==> config.mk <==
export PLATFORM = sky130hd
export DESIGN_NAME = mem_responder
export DESIGN_NICKNAME = d
export VERILOG_FILES = /design/src/rtl/mem_if_pkg.sv /design/src/rtl/mem_array_sp.sv /design/src/rtl/mem_responder.sv
export SDC_FILE = /design/constraint.sdc
export NUM_CORES = 2
export LEC_CHECK = 0
export BUFFER_PORTS_ARGS = -buffer_cell sky130_fd_sc_hd__buf_2
export CELL_PAD_IN_SITES_DETAIL_PLACEMENT = 0
export CELL_PAD_IN_SITES_GLOBAL_PLACEMENT = 2
export CORE_ASPECT_RATIO = 0.8
export CORE_UTILIZATION = 36
export DETAILED_ROUTE_END_ITERATION = 10
export GPL_TIMING_DRIVEN = 1
export PLACE_DENSITY_LB_ADDON = 0.1
export SYNTH_ARGS = -nofsm -noshare
export SYNTH_HDL_FRONTEND = slang
export SYNTH_SLANG_ARGS = --single-unit
==> constraint.sdc <==
create_clock -name clk -period 5.3 [get_ports clk]
set_clock_uncertainty 0.1 [all_clocks]
set_input_delay 0.795 -clock clk [delete_from_list [all_inputs] [get_ports clk]]
set_output_delay 0.795 -clock clk [all_outputs]
set_load 0.005 [all_outputs]
==> src/rtl/mem_if_pkg.sv <==
// Shared definitions for the CPU memory handshake: responder states,
// read/write encoding and the default datapath widths.
package mem_if_pkg;

    typedef enum logic [1:0] {
        IDLE   = 2'd0,
        WAIT   = 2'd1,
        ACCESS = 2'd2,
        DONE   = 2'd3
    } resp_state_t;

    localparam logic RW_READ  = 1'b1;
    localparam logic RW_WRITE = 1'b0;

    localparam int ADDR_W_DEF = 8;
    localparam int DATA_W_DEF = 16;

endpackage

==> src/rtl/mem_array_sp.sv <==
// Synchronous single-port storage array. The read port is registered, so
// dout reflects the word addressed at the previous rising edge. The
// contents are deliberately not reset.
module mem_array_sp #(
    parameter int DEPTH  = 256,
    parameter int DATA_W = 16,
    parameter int AW     = 8
) (
    input  logic              clk,
    input  logic              we,
    input  logic [AW-1:0]     addr,
    input  logic [DATA_W-1:0] din,
    output logic [DATA_W-1:0] dout
);

    logic [DATA_W-1:0] mem_r [DEPTH];
    logic [DATA_W-1:0] dout_r;

    // Write port and registered read port (read-before-write on a collision).
    always_ff @(posedge clk) begin
        if (we) begin
            mem_r[addr] <= din;
        end else begin
            mem_r[addr] <= mem_r[addr];
        end
        dout_r <= mem_r[addr];
    end

    assign dout = dout_r;

endmodule

==> src/rtl/mem_responder.sv <==
// Memory-side slave of the four-phase EN/MFC handshake. A request is
// latched on acceptance, held through a programmable number of wait
// states, performed in ACCESS, and then MFC is held until EN drops.
module mem_responder
    import mem_if_pkg::*;
#(
    parameter int ADDR_W      = ADDR_W_DEF,
    parameter int DATA_W      = DATA_W_DEF,
    parameter int DEPTH       = 256,
    parameter int WAIT_CYCLES = 2
) (
    input  logic              clk,
    input  logic              rst,
    input  logic              EN,
    input  logic              RW,
    input  logic [ADDR_W-1:0] addr,
    input  logic [DATA_W-1:0] wdata,
    output logic [DATA_W-1:0] rdata,
    output logic              MFC,
    output logic              busy,
    output logic              addr_err
);

    // Array index width; DEPTH never exceeds 2**ADDR_W so this fits in addr.
    localparam int              MEM_AW  = (DEPTH > 1) ? $clog2(DEPTH) : 1;
    localparam logic [ADDR_W:0] DEPTH_V = (ADDR_W + 1)'(DEPTH);
    localparam logic [3:0]      WAIT_V  = 4'(WAIT_CYCLES);

    resp_state_t       state_r,   state_nxt_s;
    logic [3:0]        cnt_r,     cnt_nxt_s;
    logic [ADDR_W-1:0] addr_l_r,  addr_l_nxt_s;
    logic              rw_l_r,    rw_l_nxt_s;
    logic [DATA_W-1:0] wdata_l_r, wdata_l_nxt_s;
    logic [DATA_W-1:0] rdata_r,   rdata_nxt_s;
    logic              mfc_r,     mfc_nxt_s;
    logic              err_r,     err_nxt_s;
    logic              busy_r,    busy_nxt_s;

    logic              addr_bad_s;
    logic              mem_we_s;
    logic [MEM_AW-1:0] mem_addr_s;
    logic [DATA_W-1:0] mem_dout_s;

    // Compare one bit wider so DEPTH == 2**ADDR_W is representable.
    assign addr_bad_s = ({1'b0, addr_l_r} >= DEPTH_V);

    // While idle the array is fed the live address so that the word is
    // already in dout when ACCESS is reached, even with zero wait states.
    assign mem_addr_s = (state_r == IDLE) ? addr[MEM_AW-1:0] : addr_l_r[MEM_AW-1:0];

    mem_array_sp #(
        .DEPTH  (DEPTH),
        .DATA_W (DATA_W),
        .AW     (MEM_AW)
    ) u_array (
        .clk  (clk),
        .we   (mem_we_s),
        .addr (mem_addr_s),
        .din  (wdata_l_r),
        .dout (mem_dout_s)
    );

    // Next-state, request latches, access strobe and output values.
    always_comb begin
        state_nxt_s   = state_r;
        cnt_nxt_s     = cnt_r;
        addr_l_nxt_s  = addr_l_r;
        rw_l_nxt_s    = rw_l_r;
        wdata_l_nxt_s = wdata_l_r;
        rdata_nxt_s   = rdata_r;
        mfc_nxt_s     = mfc_r;
        err_nxt_s     = err_r;
        mem_we_s      = 1'b0;

        case (state_r)
            IDLE: begin
                if (EN) begin
                    addr_l_nxt_s  = addr;
                    rw_l_nxt_s    = RW;
                    wdata_l_nxt_s = wdata;
                    cnt_nxt_s     = WAIT_V;
                    state_nxt_s   = (WAIT_V == 4'd0) ? ACCESS : WAIT;
                end else begin
                    state_nxt_s   = IDLE;
                end
            end
            WAIT: begin
                if (!EN) begin
                    state_nxt_s = IDLE;
                end else if (cnt_r <= 4'd1) begin
                    cnt_nxt_s   = 4'd0;
                    state_nxt_s = ACCESS;
                end else begin
                    cnt_nxt_s   = cnt_r - 4'd1;
                end
            end
            ACCESS: begin
                if (!EN) begin
                    state_nxt_s = IDLE;
                end else begin
                    state_nxt_s = DONE;
                    mfc_nxt_s   = 1'b1;
                    if (addr_bad_s) begin
                        err_nxt_s   = 1'b1;
                        rdata_nxt_s = '0;
                    end else if (rw_l_r == RW_READ) begin
                        err_nxt_s   = 1'b0;
                        rdata_nxt_s = mem_dout_s;
                    end else begin
                        err_nxt_s   = 1'b0;
                        mem_we_s    = 1'b1;
                    end
                end
            end
            DONE: begin
                if (!EN) begin
                    state_nxt_s = IDLE;
                    mfc_nxt_s   = 1'b0;
                    err_nxt_s   = 1'b0;
                end else begin
                    state_nxt_s = DONE;
                end
            end
            default: begin
                state_nxt_s = IDLE;
                mfc_nxt_s   = 1'b0;
                err_nxt_s   = 1'b0;
            end
        endcase

        busy_nxt_s = (state_nxt_s != IDLE);
    end

    // State, latches and registered outputs; reset drops MFC at once.
    always_ff @(posedge clk or negedge rst) begin
        if (!rst) begin
            state_r   <= IDLE;
            cnt_r     <= 4'd0;
            addr_l_r  <= '0;
            rw_l_r    <= 1'b0;
            wdata_l_r <= '0;
            rdata_r   <= '0;
            mfc_r     <= 1'b0;
            err_r     <= 1'b0;
            busy_r    <= 1'b0;
        end else begin
            state_r   <= state_nxt_s;
            cnt_r     <= cnt_nxt_s;
            addr_l_r  <= addr_l_nxt_s;
            rw_l_r    <= rw_l_nxt_s;
            wdata_l_r <= wdata_l_nxt_s;
            rdata_r   <= rdata_nxt_s;
            mfc_r     <= mfc_nxt_s;
            err_r     <= err_nxt_s;
            busy_r    <= busy_nxt_s;
        end
    end

    assign rdata    = rdata_r;
    assign MFC      = mfc_r;
    assign busy     = busy_r;
    assign addr_err = err_r;

endmodule

==> flow_summary.toml <==
[outcome]
status = "finished, violations left"
violations = "negative setup slack"

[setup_path]
critPathKind = "register to register"
critPathMaxFanout = 65
worst-endpoint-required_ns = 5.87
path_cells = "nor2_8, o21ai_4, buf_12, buf_12, a22oi_1, a21oi_1, o41ai_2, buf_4, a41oi_1, buf_4, or4_4, mux2_8, buf_12"
cp_common_cell = "buf_12"
cp.arrival_ns = 6.00
cpMaxStageDelayCell = "o41ai_2"
end_kind = "register"
startpoint_type = "register"
slowest_delay_ns = 0.79

[sta]
finalCritPeriodShare_pct = 102
whs_ns = 0.0837
fmax_ghz = 0.184
timing.final.ws_setup_ns = -0.126
rsz0062_at_grt = "false"
slew_headroom_pct = 14.4
final-max-slew-violation-count = 0
min_period_ns = 5.43
finalSetupViolCount = 270
hold_viol = 0
worstMarginPinSlew_ns = 1.27

[synthesis]
synth_top_flop_cell = "edfxtp_1"
synth_top_cell_area_share_pct = 80.3
ys_top_cells_by_area = "edfxtp_1 80%, a22oi_1 10%, a21oi_1 3.4%"
async_flop_share_pct = 1.18
netlist_area_mm2 = 0.153
synth-edff-count = 4096
seq_area_frac_synth_pct = 81.3
netlist_top_cells_count = "4096 x edfxtp_1, 2048 x a22oi_1, 1028 x a21oi_1, 406 x clkbuf_1, 262 x nor2_1"
synth.most_common_cell = "edfxtp_1"
syn-mean-instance-area_um2 = 17.7
synth_top_area_cell = "edfxtp_1"
synth_cells = 8657
syn_nets = 8687
yosys_warnings = 0
yosysUniqueCellTypes = 42
ys_seq_elements = 4161

[grt]
grt_pass1_wl_um = 742000
overflow = 0
top_usage_layer = "met2"
met3_usage_pct = 3.55
grt_usage_pct = 24.7
grtUsageMet2_pct = 39.2
grt_start_max_net_pins = 83
antenna_found_initial = 23
grt_pass1_vias = 88194
grt_use_met1_pct = 36.2

[power_and_ir_drop]
switchingPower_mw = 42.4
power_frac_seq_pct = 41.5
powerDensity_mw_per_mm2 = 650
p_leak_nw = 56.7
combPwrFrac_pct = 33.5
p_int_mw = 75.9
switching_share_pct = 35.8
clkPwrFrac_pct = 24.9
ir_drop_uv = 586

[routing]
dr.pass1.iters = 5
antenna_left = 0
drc = 0
drt_iter0_markers = 9420
routed_via_density = 5.85
routedWlPerCell_um = 35.0
vias = 90337
finalWirelength_um = 541000

[placed_design]
port_buffers = 45
post_dp_cell_area_mm2 = 0.168
place_congestion = 0.806
dp_hpwl_um = 327000
placedCellCount = 14627

[final_layout]
final_util_pct = 43.1
final_cells = 15449
area_delta_synth_final_pct = 18.9
drive_above_1_share_pct = 18.8
fin_nets = 9520
nFillCells = 37090
finish.instance_area_mm2 = 0.182

[clock_tree]
clock_sinks = 4161
cts-root-buf = "clkbuf_16"
worstSkewPairLatency_ns = 1.00
cts-buffers-inserted = 426
clk_pin_slew_ns = 0.06
cts_buffer_depth = 4
cts_tree = "built"
htreeDepth = 5

[die]
dieHeight_um = 585
dieArea_mm2 = 0.428
fp-row-count = 213
initial_utilization_pct = 36.3
coreArea_mm2 = 0.422
die_x_um = 731
io_pins = 47

[run]
max_cap_viol_count = 0

[hold_path]
hold_path_class = "input pin to register"
==> power by group through the flow <==
stage | clock, mW | combinational (mW) | sequential (mW)
final | 29.5 | 39.7 | 49.1
after global routing | 31.3 | 41.9 | 49.2
after CTS | 30.1 | 40.0 | 49.1
after detailed placement | 0 | 39.8 | 49.8
after global placement | 0 | 39.0 | 49.8
after floorplan | 0 | 16.2 | 50.5
==> what timing repair did <==
action                                  4_1_cts  5_1_grt
hold buffers                                 21        0
endpoints found under the setup margin     3049     1794
gates resized for setup                      24       18
gates cloned                                  1        0
pin swaps                                     1        1
endpoints found under the hold margin        69        0
setup buffers                                 2        0
==> final cells by class <==
cell class | instances | area (um^2) | area share, %
Clock inverter | 253 | 2190 | 1.20
Multi-Input combinational cell | 3836 | 26800 | 14.7
Tap cell | 5590 | 6990 | 3.84
Inverter | 7 | 26.3 | 0.0144
Clock buffer | 536 | 11300 | 6.22
Timing Repair Buffer | 1058 | 10100 | 5.57
Antenna cell | 8 | 20.0 | 0.0110
Sequential cell | 4161 | 125000 | 68.4
==> state kept, by name, indices dropped and copies added (netlist names) <==
name / count
busy: 1
MFC: 1
rw_l_r: 1
rdata: 16
u_array.mem_r: 4096
state_r: 2
addr_l_r: 8
wdata_l_r: 16
u_array.dout: 16
cnt_r: 4
==> stage by stage <==
step,TNS [ns],setup WS [ns],power (mW)
after CTS,-0.268,-0.0156,119
after global routing,0,0.00202,122
after detailed placement,-1468.66,-0.703,89.6
after floorplan,0,0.00479,66.7
final,-18.59,-0.126,118
after global placement,-1884.83,-0.720,88.8
==> layer usage <==
metal / up-vias / wire (um)
met2: 3304 / 251000
met3: 568 / 35200
met1: 48475 / 242000
met4: 2 / 12400
met5: - / 13
li1: 37988 / -
==> cells by family after synthesis <==
| family | after synthesis | synth area share (%) |
|---|---|---|
| mux | 57 | 0.446 |
| simple gates | 352 | 1.02 |
| fa+ha+maj | 2 | 0.0163 |
| compound gates | 3424 | 15.4 |
| flops | 4161 | 81.3 |
| buf+inv | 660 | 1.83 |
| other cells | 1 | 0.00245 |
==> final timing paths <==
kind / from / endpoint / slack, ns / depth (start not counted)
setup reg to reg: state_r[1] / u_array.mem_r[30][8] / -0.13 / 13
hold / removal: addr[7] / addr_l_r[7] / 0.08 / 2
setup / recovery: state_r[1] / u_array.mem_r[30][8] / -0.13 / 13
min in group asynchronous: rst / cnt_r[3] / 0.36 / 3
hold reg to reg: rdata[1] / rdata[1] / 0.41 / 1
max in group asynchronous: rst / state_r[1] / 4.24 / 3
==> cells in the final DEF (no fill, tap or decap), types with 41 or more instances in the layout <==
master     Yosys  layout
mux2_2        46      41
o41ai_1      256     216
a22oi_1     2048    2048
clkbuf_1     406      95
buf_2        159      47
clkinv_1       0     108
edfxtp_1    4096    4096
nor2_2         0      74
clkinv_2       0      75
dfrtp_1       49      48
a41oi_1       64      56
nor2_1       262     188
clkbuf_16      0     435
buf_12         0     179
buf_4          6     809
a21oi_1     1028    1025
==> critical path: cells and delay by family (launching register included) <==
kind                   cells  cell delay, ns
AO/OA/AOI/OAI              5            1.79
buffers and inverters      5            1.22
flip-flops                 1            0.50
multiplexers               1            0.42
AND/OR/NAND/NOR            2            0.81
(Power assumes the default switching activity.)
